<file path="src/rtl/dc_bsp_pkg.sv">
// rtl/dc_bsp_pkg.sv - BSP interrupt line order and IRQ CSR register map.
package dc_bsp_pkg;

  localparam int BSP_NUM_INTERRUPT_LINES = 4;

  // Line order of the interrupt sources on irq_in
  localparam int BSP_DMA_0_IRQ_BIT  = 0;
  localparam int BSP_KERNEL_IRQ_BIT = 1;
  localparam int BSP_DMA_1_IRQ_BIT  = 2;
  localparam int BSP_SPARE_IRQ_BIT  = 3;

  localparam int BSP_IRQ_CSR_STATUS     = 0;
  localparam int BSP_IRQ_CSR_MASK       = 1;
  localparam int BSP_IRQ_CSR_CLEAR      = 2;
  localparam int BSP_IRQ_CSR_RAW        = 3;
  localparam int BSP_IRQ_CSR_ID         = 4;
  localparam int BSP_IRQ_CSR_COUNT_BASE = 8;

  localparam logic [63:0] BSP_IRQ_CSR_ID_VALUE = 64'h1A5C_0001;

endpackage

</file>
<file path="src/rtl/bsp_irq_line.sv">
// rtl/bsp_irq_line.sv - edge detect, pending bit and optional event counter for one IRQ line.
// Counter built only when BSP_IRQ_CSR_COUNTER_EN is defined.
module bsp_irq_line #(
  parameter int CNT_W = 16
) (
  input  logic             clk,
  input  logic             reset_n,
  input  logic             i_irq,
  input  logic             i_clr,
  input  logic             i_cnt_clr,
  output logic             o_pending,
  output logic             o_prev,
  output logic [CNT_W-1:0] o_count
);

  logic r_prev;
  logic r_pending;
  logic w_set;

  assign w_set = i_irq & ~r_prev;

  // A new edge beats a same-cycle clear so no event is lost
  always_ff @(posedge clk or negedge reset_n) begin
    if (!reset_n) begin
      r_prev    <= 1'b0;
      r_pending <= 1'b0;
    end else begin
      r_prev    <= i_irq;
      r_pending <= w_set | (r_pending & ~i_clr);
    end
  end

  assign o_pending = r_pending;
  assign o_prev    = r_prev;

`ifdef BSP_IRQ_CSR_COUNTER_EN
  logic [CNT_W-1:0] r_count;

  always_ff @(posedge clk or negedge reset_n) begin
    if (!reset_n) begin
      r_count <= '0;
    end else if (i_cnt_clr) begin
      r_count <= '0;
    end else if (w_set && (r_count != '1)) begin
      r_count <= r_count + CNT_W'(1);
    end
  end

  assign o_count = r_count;
`else
  logic w_unused_cnt_clr;
  assign w_unused_cnt_clr = i_cnt_clr;
  assign o_count          = '0;
`endif

endmodule

</file>
<file path="src/rtl/bsp_irq_csr_responder.sv">
// rtl/bsp_irq_csr_responder.sv - AVMM CSR responder collecting BSP IRQ lines into one host IRQ.
// Optional per-line event counters at words 8+i under BSP_IRQ_CSR_COUNTER_EN.
module bsp_irq_csr_responder
  import dc_bsp_pkg::*;
#(
  parameter int NUM_IRQ    = BSP_NUM_INTERRUPT_LINES,
  parameter int DATA_W     = 64,
  parameter int ADDR_W     = 4,
  parameter int RD_LATENCY = 2,
  parameter int CNT_W      = 16
) (
  input  logic                clk,
  input  logic                reset_n,
  input  logic [NUM_IRQ-1:0]  irq_in,
  input  logic [ADDR_W-1:0]   avs_address,
  input  logic                avs_read,
  input  logic                avs_write,
  input  logic [DATA_W-1:0]   avs_writedata,
  input  logic [DATA_W/8-1:0] avs_byteenable,
  output logic                avs_waitrequest,
  output logic [DATA_W-1:0]   avs_readdata,
  output logic                avs_readdatavalid,
  output logic                irq_out
);

  logic                r_waitreq;
  logic                r_irq_out;
  logic [NUM_IRQ-1:0]  r_mask;
  logic [NUM_IRQ-1:0]  w_pending;
  logic [NUM_IRQ-1:0]  w_prev;
  logic [NUM_IRQ-1:0]  w_clr;
  logic [NUM_IRQ-1:0]  w_cnt_clr;
  logic [CNT_W-1:0]    w_count [NUM_IRQ];
  logic                w_rd_acc;
  logic                w_wr_acc;
  logic                w_lane0;
  logic [DATA_W-1:0]   w_rdata;
  logic                w_unused_wr_bits;

  assign w_rd_acc         = avs_read & ~r_waitreq;
  assign w_wr_acc         = avs_write & ~r_waitreq;
  assign w_lane0          = avs_byteenable[0];
  assign w_unused_wr_bits = ^{avs_byteenable, avs_writedata};

  assign w_clr = (w_wr_acc && w_lane0 && (avs_address == ADDR_W'(BSP_IRQ_CSR_CLEAR)))
                 ? avs_writedata[NUM_IRQ-1:0] : '0;

  for (genvar g = 0; g < NUM_IRQ; g++) begin : g_line
    assign w_cnt_clr[g] = w_wr_acc && (avs_address == ADDR_W'(BSP_IRQ_CSR_COUNT_BASE + g));

    bsp_irq_line #(.CNT_W(CNT_W)) u_line (
      .clk       (clk),
      .reset_n   (reset_n),
      .i_irq     (irq_in[g]),
      .i_clr     (w_clr[g]),
      .i_cnt_clr (w_cnt_clr[g]),
      .o_pending (w_pending[g]),
      .o_prev    (w_prev[g]),
      .o_count   (w_count[g])
    );
  end

  // Read data reflects state before any same-cycle write
  always_comb begin
    w_rdata = '0;
    case (avs_address)
      ADDR_W'(BSP_IRQ_CSR_STATUS): w_rdata = DATA_W'(w_pending);
      ADDR_W'(BSP_IRQ_CSR_MASK):   w_rdata = DATA_W'(r_mask);
      ADDR_W'(BSP_IRQ_CSR_RAW):    w_rdata = DATA_W'(w_prev);
      ADDR_W'(BSP_IRQ_CSR_ID):     w_rdata = DATA_W'(BSP_IRQ_CSR_ID_VALUE);
      default:                     w_rdata = '0;
    endcase
    for (int i = 0; i < NUM_IRQ; i++) begin
      if (avs_address == ADDR_W'(BSP_IRQ_CSR_COUNT_BASE + i)) begin
        w_rdata = DATA_W'(w_count[i]);
      end
    end
  end

  always_ff @(posedge clk or negedge reset_n) begin
    if (!reset_n) begin
      r_waitreq <= 1'b1;
      r_mask    <= '0;
      r_irq_out <= 1'b0;
    end else begin
      r_waitreq <= 1'b0;
      r_irq_out <= |(w_pending & r_mask);
      if (w_wr_acc && w_lane0 && (avs_address == ADDR_W'(BSP_IRQ_CSR_MASK))) begin
        r_mask <= avs_writedata[NUM_IRQ-1:0];
      end
    end
  end

  logic [RD_LATENCY-1:0] r_rd_vld;
  logic [DATA_W-1:0]     r_rd_dat [RD_LATENCY];

  // Data stages only load with a valid beat, so the last stage holds between responses
  always_ff @(posedge clk or negedge reset_n) begin
    if (!reset_n) begin
      r_rd_vld <= '0;
      for (int i = 0; i < RD_LATENCY; i++) begin
        r_rd_dat[i] <= '0;
      end
    end else begin
      r_rd_vld[0] <= w_rd_acc;
      if (w_rd_acc) begin
        r_rd_dat[0] <= w_rdata;
      end
      for (int i = 1; i < RD_LATENCY; i++) begin
        r_rd_vld[i] <= r_rd_vld[i-1];
        if (r_rd_vld[i-1]) begin
          r_rd_dat[i] <= r_rd_dat[i-1];
        end
      end
    end
  end

  assign avs_waitrequest   = r_waitreq;
  assign avs_readdata      = r_rd_dat[RD_LATENCY-1];
  assign avs_readdatavalid = r_rd_vld[RD_LATENCY-1];
  assign irq_out           = r_irq_out;

endmodule

</file>
<file path="config.mk">
export PLATFORM = sky130hd
export DESIGN_NAME = bsp_irq_csr_responder
export DESIGN_NICKNAME = d
export VERILOG_FILES = /design/src/rtl/dc_bsp_pkg.sv /design/src/rtl/bsp_irq_line.sv /design/src/rtl/bsp_irq_csr_responder.sv
export SDC_FILE = /design/constraint.sdc
export NUM_CORES = 1
export LEC_CHECK = 0
export ABC_CLOCK_PERIOD_IN_PS = 2400
export CORE_MARGIN = 1.5
export CORE_UTILIZATION = 25
export CTS_CLUSTER_DIAMETER = 200
export DETAILED_ROUTE_END_ITERATION = 10
export DONT_BUFFER_PORTS = 1
export GPL_TIMING_DRIVEN = 0
export PLACE_DENSITY = 0.39
export SETUP_SLACK_MARGIN = 0.5
export SLEW_MARGIN = 20
export SYNTH_ARGS = -nofsm -noshare
export SYNTH_HDL_FRONTEND = slang
export SYNTH_SLANG_ARGS = --single-unit
export TNS_END_PERCENT = 1
</file>
<file path="constraint.sdc">
create_clock -name clk -period 2.4 [get_ports clk]
set_clock_uncertainty 0.1 [all_clocks]
set_input_delay 0.48 -clock clk [delete_from_list [all_inputs] [get_ports clk]]
set_output_delay 0.48 -clock clk [all_outputs]
set_load 0.01 [all_outputs]
</file>
==> impl_metrics.yaml <==
setup_path:
  r2r-end: "r_mask[2]"
  max_stage_delay_ns: 0.41
  cp-end-kind: "flop"
  path_delay_family: "simple AND/OR/NAND/NOR gates"
  cp.required_ns: 2.46
  arrival_ns: 1.63
  path_buf_inv: 0
  r2r_setup_slack_ns: 0.83
  path_class: "reg -> reg"
  crit_path_top_delay_cell: "dfstp_2"
  crit_cells: 3
  path_cells: "nor4b_2 -> nand4b_1 -> mux2_2"
  critPathMaxFanout: 4
  cp-start-kind: "flop"
  worstRegToRegCells: 3
  r2r-start: "avs_waitrequest"
sta:
  max_freq_ghz: 0.6374
  finalSetupViolCount: 0
  finalHoldViolCount: 0
  rsz0062_at_grt: "false"
  period_share_pct: 65.37
  tns_ns: 0
  drv_slew: 0
  post-route-min-period_ns: 1.569
logic_synthesis:
  synth-seq-cells: 26
  yosysTopAreaCell: "dfrtp_1"
  synth_area_leaders: "dfrtp_1 40%, buf_4 30%, mux2_2 8.6%"
  synthMostInstantiatedCell: "buf_4"
  synthTopCellsByCount: "64 x buf_4, 25 x dfrtp_1, 12 x mux2_2"
  ys_async_sr_fraction_pct: 100.0
  synthCells: 149
  yosysSeqAreaShare_pct: 41.35
  dominantRegCellSynth: "dfrtp_1"
  syn_area_sq_um: 1577
  syn_area_per_cell_sq_um: 10.58
  synthDominantCellAreaShare_pct: 39.68
  yosys_warnings: 0
  synth-edff-count: 0
  netlist-cell-type-count: 25
routing:
  firstDrtPassIters: 4
  drcViolationCount: 0
  postRouteAntennaNets: 0
  routedWlPerCell_um: 9.746
  drt-vias-per-instance: 3.371
  drt-total-wl_mm: 2.758
  vias: 954
  drt_iter0_drc: 20
global_routing:
  grt_pass1_wl_mm: 4.133
  grt_max_degree: 27
  globalRouteOverflowTotal: 0
  grt_pass1_vias: 802
  antenna_found_initial: 0
  track_usage_pct: 8.306
power:
  power_leakage_nw: 1.051
  p_per_area_nw_per_um2: 490.6
  ir_worst_vdd_mv: 0.2401
  finalPower_uw: 958.9
layout:
  final_area_sq_um: 1954
  area_growth_pct: 23.97
  n_antenna_cell: 0
  drive_gt1_share_pct: 41.35
  layout.nets: 293
placement:
  port_buffers: 0
  dpl-instance-area_sq_um: 1869
  dp_hpwl_mm: 2.169
  gp_congestion: 0.6683
floorplanning:
  num_rows: 28
  initial_utilization_pct: 26.32
  io_pins: 151
  core_sq_um: 5991
  die_area_sq_um: 6791
  die_width_um: 82.41
  die_y_um: 82.41
min_path:
  min_path_cells: 0
  worstHoldStart: "irq_in[1]"
  holdPathEnd: "g_line[1].u_line.o_prev"
  hold_path_class: "in -> reg"
clocking:
  cts_buffers: 3
  cts_htree_levels: 1
  root_buffer: "clkbuf_8"
  max-clock-path-buffers: 2
  cts_resized: 0
  postCtsSetupBuffers: 0
  cts_hold_buf: 2
  path_clk_slew_ns: 0.09
  cts_tree: "built"
  clkSinkCount: 26
  clock_latency_ns: 0.27
flow_run:
  maxCapViolCount: 0
status:
  status: "finished clean"
==> where the power goes <==
| group | switching [mW] | internal (mW) | leakage (nW) | total, mW |
|---|---|---|---|---|
| logic | 0.0877 | 0.102 | 0.701 | 0.190 |
| registers | 0.0226 | 0.465 | 0.321 | 0.488 |
| clock network | 0.135 | 0.147 | 0.0288 | 0.281 |
| total | 0.245 | 0.714 | 1.05 | 0.959 |
==> routing by layer <==
layer  global-route usage (%)  vias up  part of all wire, %
li1                         -      506                    -
met1                    10.58      397                   43
met2                    12.52       49                   45
met3                    3.736        2                   12
met4                    2.542        0                 0.62
met5                        0        -                    0
==> worst max path at each step <==
| stage | from | end | slack [ns] |
|---|---|---|---|
| after floorplan | avs_address[3] | r_mask[0] | 0.90 |
| after global placement | avs_address[3] | r_mask[0] | 0.71 |
| after detailed placement | avs_address[3] | r_mask[2] | 0.67 |
| after CTS | avs_waitrequest | r_mask[2] | 0.79 |
| after global routing | avs_waitrequest | r_mask[2] | 0.76 |
| final | avs_waitrequest | r_mask[2] | 0.83 |
==> stage by stage <==
step / util [%] / cells / setup WS [ns] / hold WS, ns
4_1_cts: 32.62 / 283 / 0.7942 / 0.1209
3_5_place_dp: 31.20 / 277 / 0.6730 / 0.08572
6_report: 32.62 / 283 / 0.8311 / 0.1270
5_1_grt: 32.62 / 283 / 0.7630 / 0.1027
2_1_floorplan: - / 202 / 0.8997 / 0.08441
3_3_place_gp: 31.20 / 277 / 0.7120 / 0.08549
==> sequential cells by signal, summed over array words and instances (netlist names) <==
| name | count |
|---|---|
| avs_readdata | 5 |
| r_rd_dat | 5 |
| g_line.u_line.o_pending | 4 |
| g_line.u_line.o_prev | 4 |
| r_mask | 4 |
| r_rd_vld | 2 |
| avs_waitrequest | 1 |
| irq_out | 1 |
==> layout by cell type (no fill, tap or decap) <==
master	n
nand4_1	1
o41ai_1	1
mux2i_1	1
nand2b_1	2
a22oi_1	5
and4bb_2	1
conb_1	54
inv_1	5
buf_12	1
o211ai_1	1
nor3b_1	1
o21ai_0	3
or4b_1	1
nor3_1	2
nor2_1	1
nand4b_1	2
clkbuf_8	4
dfrtp_1	25
a221o_1	4
nor2b_1	4
buf_2	2
mux2_2	12
nand2_1	7
dfstp_2	1
nor4b_2	1
a2111o_1	1
buf_4	64
dlygate4sd3_1	1
==> kinds of logic after synthesis <==
family	Yosys count	synth area share, %
buffers and inverters	71	32.30
other	1	0.2379
AOI/OAI and AO/OA	15	7.619
DFF	26	41.35
and+or+nand+nor	23	9.286
muxes	13	9.206
==> final cells by class <==
type                            instances  area [sq um]
Clock buffer                            4         55.05
Tap cell                               75         93.84
Sequential cell                        26         651.9
Buffer                                 66         490.5
Inverter                                5         18.77
Multi-Input combinational cell        105         614.3
Timing Repair Buffer                    2         30.03
Fill cell                             643          4036
Power figures use the tool's default switching activity.
